File: config.mk
export PLATFORM = sky130hd
export DESIGN_NAME = instruction_fetch
export DESIGN_NICKNAME = d
export VERILOG_FILES = /design/src/rtl/arm_pkg.sv /design/src/rtl/fetch_buffer.sv /design/src/rtl/instruction_fetch.sv
export SDC_FILE = /design/constraint.sdc
export NUM_CORES = 1
export LEC_CHECK = 0
export CORE_ASPECT_RATIO = 1.25
export CORE_UTILIZATION = 40
export CTS_CLUSTER_SIZE = 25
export DETAILED_ROUTE_END_ITERATION = 10
export PLACE_DENSITY_LB_ADDON = 0.1
export SLEW_MARGIN = 20
export SYNTH_ARGS = -nofsm -noshare
export SYNTH_HDL_FRONTEND = slang
export SYNTH_SLANG_ARGS = --single-unit
export TNS_END_PERCENT = 1
File: constraint.sdc
create_clock -name clock -period 15.7 [get_ports clock]
set_input_delay 4.71 -clock clock [delete_from_list [all_inputs] [get_ports clock]]
set_output_delay 4.71 -clock clock [all_outputs]
set_load 0.05 [all_outputs]
File: src/rtl/arm_pkg.sv
// rtl/arm_pkg.sv - shared widths, fetch state and queue entry types for the ARM front end
//
// Contents:
//   INST_W, ADDR_W  instruction and address widths
//   fetch_state_t   FETCH (issuing) / DRAIN (discarding stale responses)
//   fetch_entry_t   {instruction, pc} pair held in the instruction queue
//   branch_target   redirect_pc + (word offset << 2), modulo 2^ADDR_W
package arm_pkg;

  localparam int INST_W = 32;
  localparam int ADDR_W = 64;

  typedef enum logic {
    FETCH = 1'b0,
    DRAIN = 1'b1
  } fetch_state_t;

  typedef struct packed {
    logic [INST_W-1:0] instruction;
    logic [ADDR_W-1:0] pc;
  } fetch_entry_t;

  // The offset arrives as a sign-extended word count; shifting by two turns it
  // into a byte offset, and the carry out of bit 63 is simply dropped.
  function automatic logic [ADDR_W-1:0] branch_target(input logic [ADDR_W-1:0] pc,
                                                      input logic [ADDR_W-1:0] offset);
    return pc + (offset << 2);
  endfunction

endpackage

File: src/rtl/fetch_buffer.sv
// rtl/fetch_buffer.sv - small synchronous FIFO with flush, used for the instruction queue and PC tags
//
// Parameters: WIDTH (entry width), DEPTH (entries)
// Ports:
//   clock, reset  rising-edge clock, synchronous active-high reset
//   push, din     write an entry (accepted when not full, or when popping in the same cycle)
//   pop, dout     dout is the head entry; pop advances it (ignored when empty)
//   flush         discard all entries; overrides push and pop
//   count         current number of entries
//   full, empty   occupancy flags
module fetch_buffer #(
  parameter int WIDTH = 96,
  parameter int DEPTH = 2
) (
  input  logic                       clock,
  input  logic                       reset,
  input  logic                       push,
  input  logic                       pop,
  input  logic                       flush,
  input  logic [WIDTH-1:0]           din,
  output logic [WIDTH-1:0]           dout,
  output logic [$clog2(DEPTH+1)-1:0] count,
  output logic                       full,
  output logic                       empty
);

  localparam int CNT_W = $clog2(DEPTH + 1);
  localparam int PTR_W = (DEPTH > 1) ? $clog2(DEPTH) : 1;

  logic [WIDTH-1:0] mem [DEPTH];
  logic [PTR_W-1:0] rd_ptr;
  logic [PTR_W-1:0] wr_ptr;
  logic             do_push;
  logic             do_pop;

  function automatic logic [PTR_W-1:0] next_ptr(input logic [PTR_W-1:0] p);
    return (p == PTR_W'(DEPTH - 1)) ? '0 : p + 1'b1;
  endfunction

  assign empty   = (count == '0);
  assign full    = (count == CNT_W'(DEPTH));
  assign do_pop  = pop && !empty;
  assign do_push = push && (!full || do_pop);
  // Storage is cleared on reset so the head output reads zero afterwards.
  assign dout    = mem[rd_ptr];

  always_ff @(posedge clock) begin
    if (reset) begin
      rd_ptr <= '0;
      wr_ptr <= '0;
      count  <= '0;
      for (int i = 0; i < DEPTH; i++) begin
        mem[i] <= '0;
      end
    end else if (flush) begin
      rd_ptr <= '0;
      wr_ptr <= '0;
      count  <= '0;
    end else begin
      if (do_push) begin
        mem[wr_ptr] <= din;
        wr_ptr      <= next_ptr(wr_ptr);
      end
      if (do_pop) begin
        rd_ptr <= next_ptr(rd_ptr);
      end
      if (do_push && !do_pop) begin
        count <= count + 1'b1;
      end else if (do_pop && !do_push) begin
        count <= count - 1'b1;
      end
    end
  end

  // The owner guarantees by credit that a push never meets a full buffer and
  // that pops only happen with data present.
  always_ff @(posedge clock) begin
    if (!reset && !flush) begin
      assert (!(push && full && !pop));
      assert (!(pop && empty));
    end
  end

endmodule

File: src/rtl/instruction_fetch.sv
// rtl/instruction_fetch.sv - fetch stage: PC, instruction memory requests, in-order instruction queue
//
// Optional feature: define FETCH_PERF_EN to build the perf_fetched / perf_redirects counters;
// otherwise both outputs are tied to zero.
//
// Parameters: RESET_PC (PC after reset), BUF_DEPTH (queue entries and max outstanding requests)
// Ports:
//   clock, reset                      rising-edge clock, synchronous active-high reset
//   imem_req_valid/ready/addr         word read request; addr is always the current pc
//   imem_resp_valid/data              in-order read responses, at least one cycle after request
//   inst_valid/ready, instruction,    queue head presented to decode with its pc
//   inst_pc
//   redirect_valid/pc/offset          taken-branch pulse: target = pc + (offset << 2)
//   perf_fetched, perf_redirects      delivery and redirect counters
module instruction_fetch
  import arm_pkg::*;
#(
  parameter logic [ADDR_W-1:0] RESET_PC  = '0,
  parameter int                BUF_DEPTH = 2
) (
  input  logic              clock,
  input  logic              reset,
  output logic              imem_req_valid,
  input  logic              imem_req_ready,
  output logic [ADDR_W-1:0] imem_req_addr,
  input  logic              imem_resp_valid,
  input  logic [INST_W-1:0] imem_resp_data,
  output logic              inst_valid,
  input  logic              inst_ready,
  output logic [INST_W-1:0] instruction,
  output logic [ADDR_W-1:0] inst_pc,
  input  logic              redirect_valid,
  input  logic [ADDR_W-1:0] redirect_pc,
  input  logic [ADDR_W-1:0] redirect_offset,
  output logic [31:0]       perf_fetched,
  output logic [31:0]       perf_redirects
);

  localparam int CNT_W = $clog2(BUF_DEPTH + 1);

  fetch_state_t      state, state_next;
  logic [ADDR_W-1:0] pc, pc_next;
  logic [CNT_W-1:0]  outstanding, outstanding_next;
  logic [CNT_W-1:0]  drop, drop_next;
  logic [CNT_W-1:0]  occ_next;
  logic              req_valid_q, req_valid_next;

  logic              req_fire;
  logic              resp_keep;
  logic              resp_drop;
  logic              deliver;

  fetch_entry_t      q_din, q_dout;
  logic [CNT_W-1:0]  q_count;
  logic              q_full, q_empty;
  logic [ADDR_W-1:0] tag_pc;
  logic [CNT_W-1:0]  tag_count;
  logic              tag_full, tag_empty;

  assign req_fire  = req_valid_q && imem_req_ready;
  assign resp_drop = imem_resp_valid && (drop != '0);
  assign resp_keep = imem_resp_valid && (drop == '0);
  assign deliver   = inst_valid && inst_ready;

  assign imem_req_valid = req_valid_q;
  assign imem_req_addr  = pc;
  assign inst_valid     = !q_empty;
  assign instruction    = q_dout.instruction;
  assign inst_pc        = q_dout.pc;

  // Responses pair up with the oldest issued PC; the tag FIFO holds only
  // requests that were issued since the last redirect.
  assign q_din = '{instruction: imem_resp_data, pc: tag_pc};

  fetch_buffer #(.WIDTH($bits(fetch_entry_t)), .DEPTH(BUF_DEPTH)) u_inst_queue (
    .clock (clock),
    .reset (reset),
    .push  (resp_keep),
    .pop   (deliver),
    .flush (redirect_valid),
    .din   (q_din),
    .dout  (q_dout),
    .count (q_count),
    .full  (q_full),
    .empty (q_empty)
  );

  fetch_buffer #(.WIDTH(ADDR_W), .DEPTH(BUF_DEPTH)) u_tag_fifo (
    .clock (clock),
    .reset (reset),
    .push  (req_fire),
    .pop   (resp_keep),
    .flush (redirect_valid),
    .din   (pc),
    .dout  (tag_pc),
    .count (tag_count),
    .full  (tag_full),
    .empty (tag_empty)
  );

  always_comb begin
    state_next       = state;
    pc_next          = pc;
    drop_next        = drop;
    outstanding_next = outstanding + CNT_W'(req_fire) - CNT_W'(imem_resp_valid);
    occ_next         = q_count + CNT_W'(resp_keep) - CNT_W'(deliver);

    if (req_fire) begin
      pc_next = pc + 64'd4;
    end
    if (resp_drop) begin
      drop_next = drop - 1'b1;
    end

    if (redirect_valid) begin
      // Everything still in flight after this edge, including a request that
      // fires right now, belongs to the abandoned path.
      pc_next    = branch_target(redirect_pc, redirect_offset);
      drop_next  = outstanding_next;
      occ_next   = '0;
      state_next = (outstanding_next != '0) ? DRAIN : FETCH;
    end else begin
      case (state)
        FETCH:   state_next = FETCH;
        DRAIN:   if (drop_next == '0) state_next = FETCH;
        default: state_next = FETCH;
      endcase
    end

    // Valid is registered from the post-edge counts so that the memory side
    // never sees a combinational path from any input.
    req_valid_next = (state_next == FETCH) &&
                     (({1'b0, outstanding_next} + {1'b0, occ_next}) < (CNT_W + 1)'(BUF_DEPTH));
  end

  always_ff @(posedge clock) begin
    if (reset) begin
      state       <= FETCH;
      pc          <= RESET_PC;
      outstanding <= '0;
      drop        <= '0;
      req_valid_q <= 1'b0;
    end else begin
      state       <= state_next;
      pc          <= pc_next;
      outstanding <= outstanding_next;
      drop        <= drop_next;
      req_valid_q <= req_valid_next;
    end
  end

  always_ff @(posedge clock) begin
    if (!reset) begin
      assert (!(imem_resp_valid && outstanding == '0));
      assert (!(req_fire && tag_full));
      assert (!(resp_keep && tag_empty));
      assert (!(q_full && outstanding != '0));
      if (state == FETCH) begin
        assert (tag_count == outstanding);
      end
    end
  end

`ifdef FETCH_PERF_EN
  logic [31:0] fetched_q;
  logic [31:0] redirects_q;

  always_ff @(posedge clock) begin
    if (reset) begin
      fetched_q   <= '0;
      redirects_q <= '0;
    end else begin
      if (deliver) begin
        fetched_q <= fetched_q + 32'd1;
      end
      if (redirect_valid) begin
        redirects_q <= redirects_q + 32'd1;
      end
    end
  end

  assign perf_fetched   = fetched_q;
  assign perf_redirects = redirects_q;
`else
  assign perf_fetched   = '0;
  assign perf_redirects = '0;
`endif

endmodule

**Word level (Yosys, flattened, before mapping)**

Memories as Yosys holds them, arrays and structs flattened. A register that Yosys moved wholly into a read port is not among the register bits.
Index checks and enable logic that the tools add are counted.

- Bits in registers: 78
- Memories kept: 2
- Output and inout port bits: 226
- Word-level logic and storage cells: 106
- Bits in writable memories: 320

- Equal/unequal tests: 2
- Bitwise operators: 2
- Add/sub/neg operators: 16
- Reductions and logical operators: 35
- $lt $le $gt $ge: 1
- Mux-type cells: 37

Memories:

| name | depth | width | rd ports | clocked after memory_dff | wr ports | RTL line | source |
|---|---|---|---|---|---|---|---|
| u_inst_queue.mem | 2 | 96 | 1 | 1 | 2 | fetch_buffer.sv:30 | `logic [WIDTH-1:0] mem [DEPTH];` |
| u_tag_fifo.mem | 2 | 64 | 1 | 1 | 2 | fetch_buffer.sv:30 |  |

Operator list:

| kind | count |
|---|---|
| two-way mux 64 bit | 3 |
| two-way mux 96 bit | 1 |
| OR reduction 96 bit | 1 |
| adder 64 x 3 -> 64 bit (second input constant) | 1 |
| adder 64 bit | 1 |
| OR reduction 64 bit | 1 |
| two-way mux 1 bit | 25 |
| two-way mux 2 bit | 7 |
| logical AND 1 bit | 13 |
| nonzero test 2 bit | 5 |
| logical NOT 1 bit | 8 |
| logical NOT 2 bit | 4 |
| subtractor 2 x 1 -> 2 bit (second input constant) | 3 |
| adder 1 bit (second input constant) | 4 |
| adder 2 x 1 -> 2 bit | 2 |
| adder 2 x 1 -> 2 bit (second input constant) | 2 |
| == test 2 bit (second input constant) | 2 |
| subtractor 2 x 1 -> 2 bit | 2 |
| adder 2 x 2 -> 3 bit | 1 |
| < comparator 3 x 2 -> 1 bit (second input constant) | 1 |
| logical OR 1 bit | 2 |
| NOT 1 bit | 2 |
| case mux 1 bit (2 select lines) | 1 |
| OR reduction 2 bit | 1 |

**Logic depth before layout (Yosys ltp)**

- Depth after elaboration: 12
- Gate-level depth with buffers: 12
- Depth with buffers taken out: 12

**Cells and area by module**

From an unflattened synthesis, not the netlist that was laid out.

- Cell total of the unflattened synthesis: 1972
- Area total of the unflattened synthesis: 22248.8 um2

By module, submodules not included:

| module | instances | sequential area each (um2) | area each (um2) | cells each |
|---|---|---|---|---|
| fetch_buffer at u_inst_queue | 1 | 5865.6 | 8488.1 | 539 |
| instruction_fetch | 1 | 1401.3 | 7936.4 | 1065 |
| fetch_buffer at u_tag_fifo | 1 | 3943.8 | 5824.3 | 368 |

**Least setup slack after synthesis**

OpenSTA, ideal clock, no wires.

- Kind: input -> register
- Start: in redirect_valid
- End: mem u_inst_queue.mem[0][0], enable pin
- Stages on the path: 6
- Path buffers: 2
- Path slack: 7.194 ns
- Arrival: 8.035 ns
- Cells stage by stage: clkbuf_1 -> nor2_1 -> nand2_1 -> or2_2 -> clkbuf_1 -> nand2b_1

RTL lines:

| item | RTL line | source |
|---|---|---|
| start: declaration | instruction_fetch.sv:32 | `input logic redirect_valid,` |
| end: declaration | fetch_buffer.sv:30 |  |

**Worst setup path after layout**

- Start: in redirect_pc[2]
- End: reg pc[50] (netlist: imem_req_addr[50])

- Longest elaborated chain between the ends: 2

RTL lines:

| item | RTL line | source |
|---|---|---|
| start: declaration | instruction_fetch.sv:33 | `input logic [ADDR_W-1:0] redirect_pc,` |
| adder 64 bit | arm_pkg.sv:27 | `return pc + (offset << 2);` |
| two-way mux 64 bit | instruction_fetch.sv:115 | `if (redirect_valid) begin` |
| end signal: assignment | instruction_fetch.sv:145 | `pc <= pc_next;` |
| end: declaration | instruction_fetch.sv:42 | `logic [ADDR_W-1:0] pc, pc_next;` |

Every way passes these cells.
A chain may end at the register's enable or synchronous reset.

==> results.toml <==
[floorplanning]
fp-row-count = 94
initial_utilization_pct = 40.7
pin_count = 392
core_area_um2 = 52800
die_area_um2 = 54600
die_h_um = 261
die_w_um = 209

[global_routing]
grt_first_pass_wirelength_um = 84300
antenna_found_initial = 2
grt_max_degree = 93
grt_overflow = 0
gr-usage-all-layers_pct = 19.7
grt_pass1_vias = 14600

[clock_network]
numClockSinks = 400
ctsHtreeMaxLevel = 2
insertion_delay_ns = 0.55
postCtsSetupBuffers = 0
cts_root_buf = "clkbuf_16"
clk_pin_slew_ns = 0.06
cts-buffers-inserted = 40
max-clock-path-buffers = 3
cts_resized = 0
cts_tree = "done"
ctsHoldBuffers = 0

[logic_synthesis]
async_flop_share_pct = 0
yosys.area.top_type = "edfxtp_1"
syn_avg_cell_area_um2 = 11.0
synth_edf_count = 320
synth_area_leaders = "edfxtp_1 45%, dfxtp_1 7.5%, and2_1 5.9%"
seq_area_frac_synth_pct = 52.2
ys_seq_elements = 400
synth_top_area_share_pct = 44.7
synth_warnings = 0
synth_flop_cell = "edfxtp_1"
ys_types = 78
synth_area_um2 = 21500
synthCells = 1955

[place]
gp_congestion = 0.919
numPortBuffers = 325
placed_cell_area_um2 = 25100
pre_cts_ws_ns = 7.10
hpwl_um = 38100

[setup_path]
cp_data_arrival_time_ns = 8.40
crit_required_ns = 16.08
crit_fanout = 4
crit_end = "imem_req_addr[50]"
critPathLaunchType = "input pin"
reg2reg_from = "imem_req_valid"
crit_type = "input pin to flip-flop"
rrSetupSlack_ns = 12.02
r2r_end = "u_tag_fifo.mem[0][49]"
cp-end-kind = "flip-flop"
critPathLaunch = "redirect_pc[2]"
reg2regPathDepth = 7

[power]
p_int_mw = 2.03
p_sw_share_pct = 31.0
power_frac_comb_pct = 24.3
p_seq_share_pct = 43.5
p_per_area_nw_per_um2 = 112
p_clk_share_pct = 32.3
ir_drop_mv = 0.0690
switching_power_mw = 0.911
leakagePower_nw = 9.83

[sta]
finalSetupViolations = 0
fmax_mhz = 125
fin_tns_setup_ns = 0
fin_crit_ns = 8.02
fin_crit_sh_pct = 51.1
rsz0062_at_grt = "false"
drv_slew = 0
worstMarginPinSlew_ns = 1.06
hold_ws_ns = 0.504
skew_ns = 0.0196
relSlewSlack_pct = 29.1
hold_viol = 0
fin_ws_ns = 7.68

[route]
antenna_left = 0
drt_iter0_markers = 949
drtPass1Iterations = 5
viasPerCell = 5.15
drc = 0
drt_wl_total_um = 54600
wire_per_inst_um = 18.6
vias = 15100

[flow_run]
drv_cap = 0

[layout]
n_antenna_cell = 0
drive_above_1_share_pct = 8.86
utilization_pct = 49.9
design_area_um2 = 26400
area_growth_pct = 22.8
nets = 2476

[worst_hold_path]
holdCritPathClass = "flip-flop to flip-flop"

[run_status]
status = "completed"
[power groups by stage]
stage | Combinational, mW | Sequential, mW | Clock (mW)
6_report | 0.714 | 1.28 | 0.949
5_1_grt | 0.769 | 1.29 | 1.01
4_1_cts | 0.720 | 1.28 | 0.975
3_5_place_dp | 0.717 | 1.30 | 0
3_3_place_gp | 0.714 | 1.30 | 0
2_1_floorplan | 0.444 | 1.34 | 0
[layout by cell type, fill, tap and decap left out, types with 53 or more instances in the layout]
cell type        count
a21oi_1             85
and2_1             201
clkdlybuf4s50_1    323
conb_1              64
dfxtp_1             78
edfxtp_1           320
ha_1                69
mux2_2              97
mux2i_1             69
nand2_1             95
nand3_1             53
nor2_1             240
xnor2_1             71
xor2_1              55
[routing by layer]
layer,track usage (%),up-vias,routed length (um)
li1,-,7429,-
met1,25.5,7219,24100
met2,33.3,407,26000
met3,3.87,75,3060
met4,5.96,4,1380
met5,0,-,27
[per-stage QoR]
step / cells / total power [mW]
floorplan: 2018 / 1.79
global placement: 2869 / 2.01
detailed placement: 2869 / 2.02
CTS: 2941 / 2.97
global route: 2941 / 3.07
finish: 2941 / 2.94
[registers in the layout, indices dropped and copies added, names as in the netlist, named ones only]
register             flops
drop                     2
imem_req_addr           64
imem_req_valid           1
outstanding              2
state                    1
u_inst_queue.count       2
u_inst_queue.mem       192
u_inst_queue.rd_ptr      1
u_inst_queue.wr_ptr      1
u_tag_fifo.count         2
u_tag_fifo.mem         128
u_tag_fifo.rd_ptr        1
u_tag_fifo.wr_ptr        1
[how the worst min path moves through the flow]
stage                             start             endpoint  slack, ns  depth (start not counted)
floorplan           u_tag_fifo.count[1]  u_tag_fifo.count[1]       0.47                          2
global placement    u_tag_fifo.count[1]  u_tag_fifo.count[1]       0.48                          2
detailed placement    u_tag_fifo.rd_ptr            flip-flop       0.50                          2
CTS                 u_tag_fifo.count[1]  u_tag_fifo.count[1]       0.51                          2
global route        u_tag_fifo.count[1]  u_tag_fifo.count[1]       0.53                          2
finish              u_tag_fifo.count[1]  u_tag_fifo.count[1]       0.50                          2
[synth_stat cells, types with 8 or more instances]
master and instances:
nand4_1 21, clkbuf_1 80, buf_4 64, a21oi_1 85
o21ai_1 9, o21ai_0 36, dfxtp_1 80, buf_1 8
and4_1 8, xnor2_1 71, ha_1 69, buf_2 8
nand2_1 95, nand3_1 54, edfxtp_1 320, a31oi_1 12
and2_1 201, xor2_1 55, inv_1 25, nor3_1 29
and3_1 29, o21bai_1 9, nor2_1 242, a21o_1 36
mux2i_1 69, nor2b_1 9, a211oi_1 46, mux2_2 97
[area by class of cell]
class                      count  area (um^2)
clock buffer                  52         1080
sequential                   400        11200
timing repair buffer         340         3360
tap                          672          841
multi-input combinational   1431         9580
inverter                      26         97.6
fill                        4799        26400
clock inverter                20          201
[logic make-up (layout without fill, tap and decap cells)]
kind of cell | count (synthesis) | after routing | synth area share [%]
buffers and inverters | 187 | 438 | 4.47
XOR/XNOR | 126 | 126 | 5.14
multiplexers | 166 | 166 | 8.30
flip-flops | 400 | 400 | 52.2
adder cells (fa/ha/maj) | 71 | 71 | 4.21
other | 1 | 64 | 0.0175
AND/OR/NAND/NOR | 718 | 718 | 16.8
AO/OA/AOI/OAI | 286 | 286 | 8.89
[critical path, stage by stage]
cell             delay [ns]
clkdlybuf4s50_1        0.40
ha_1                   0.22
fa_1                   0.49
a21o_1                 0.25
a221oi_2               0.33
o21ai_1                0.21
nand3_1                0.20
a21oi_1                0.10
nor3_1                 0.77
o21ai_1                0.16
a21o_1                 0.22
xnor2_1                0.23
a211oi_1               0.11
(Power assumes the default switching activity.)
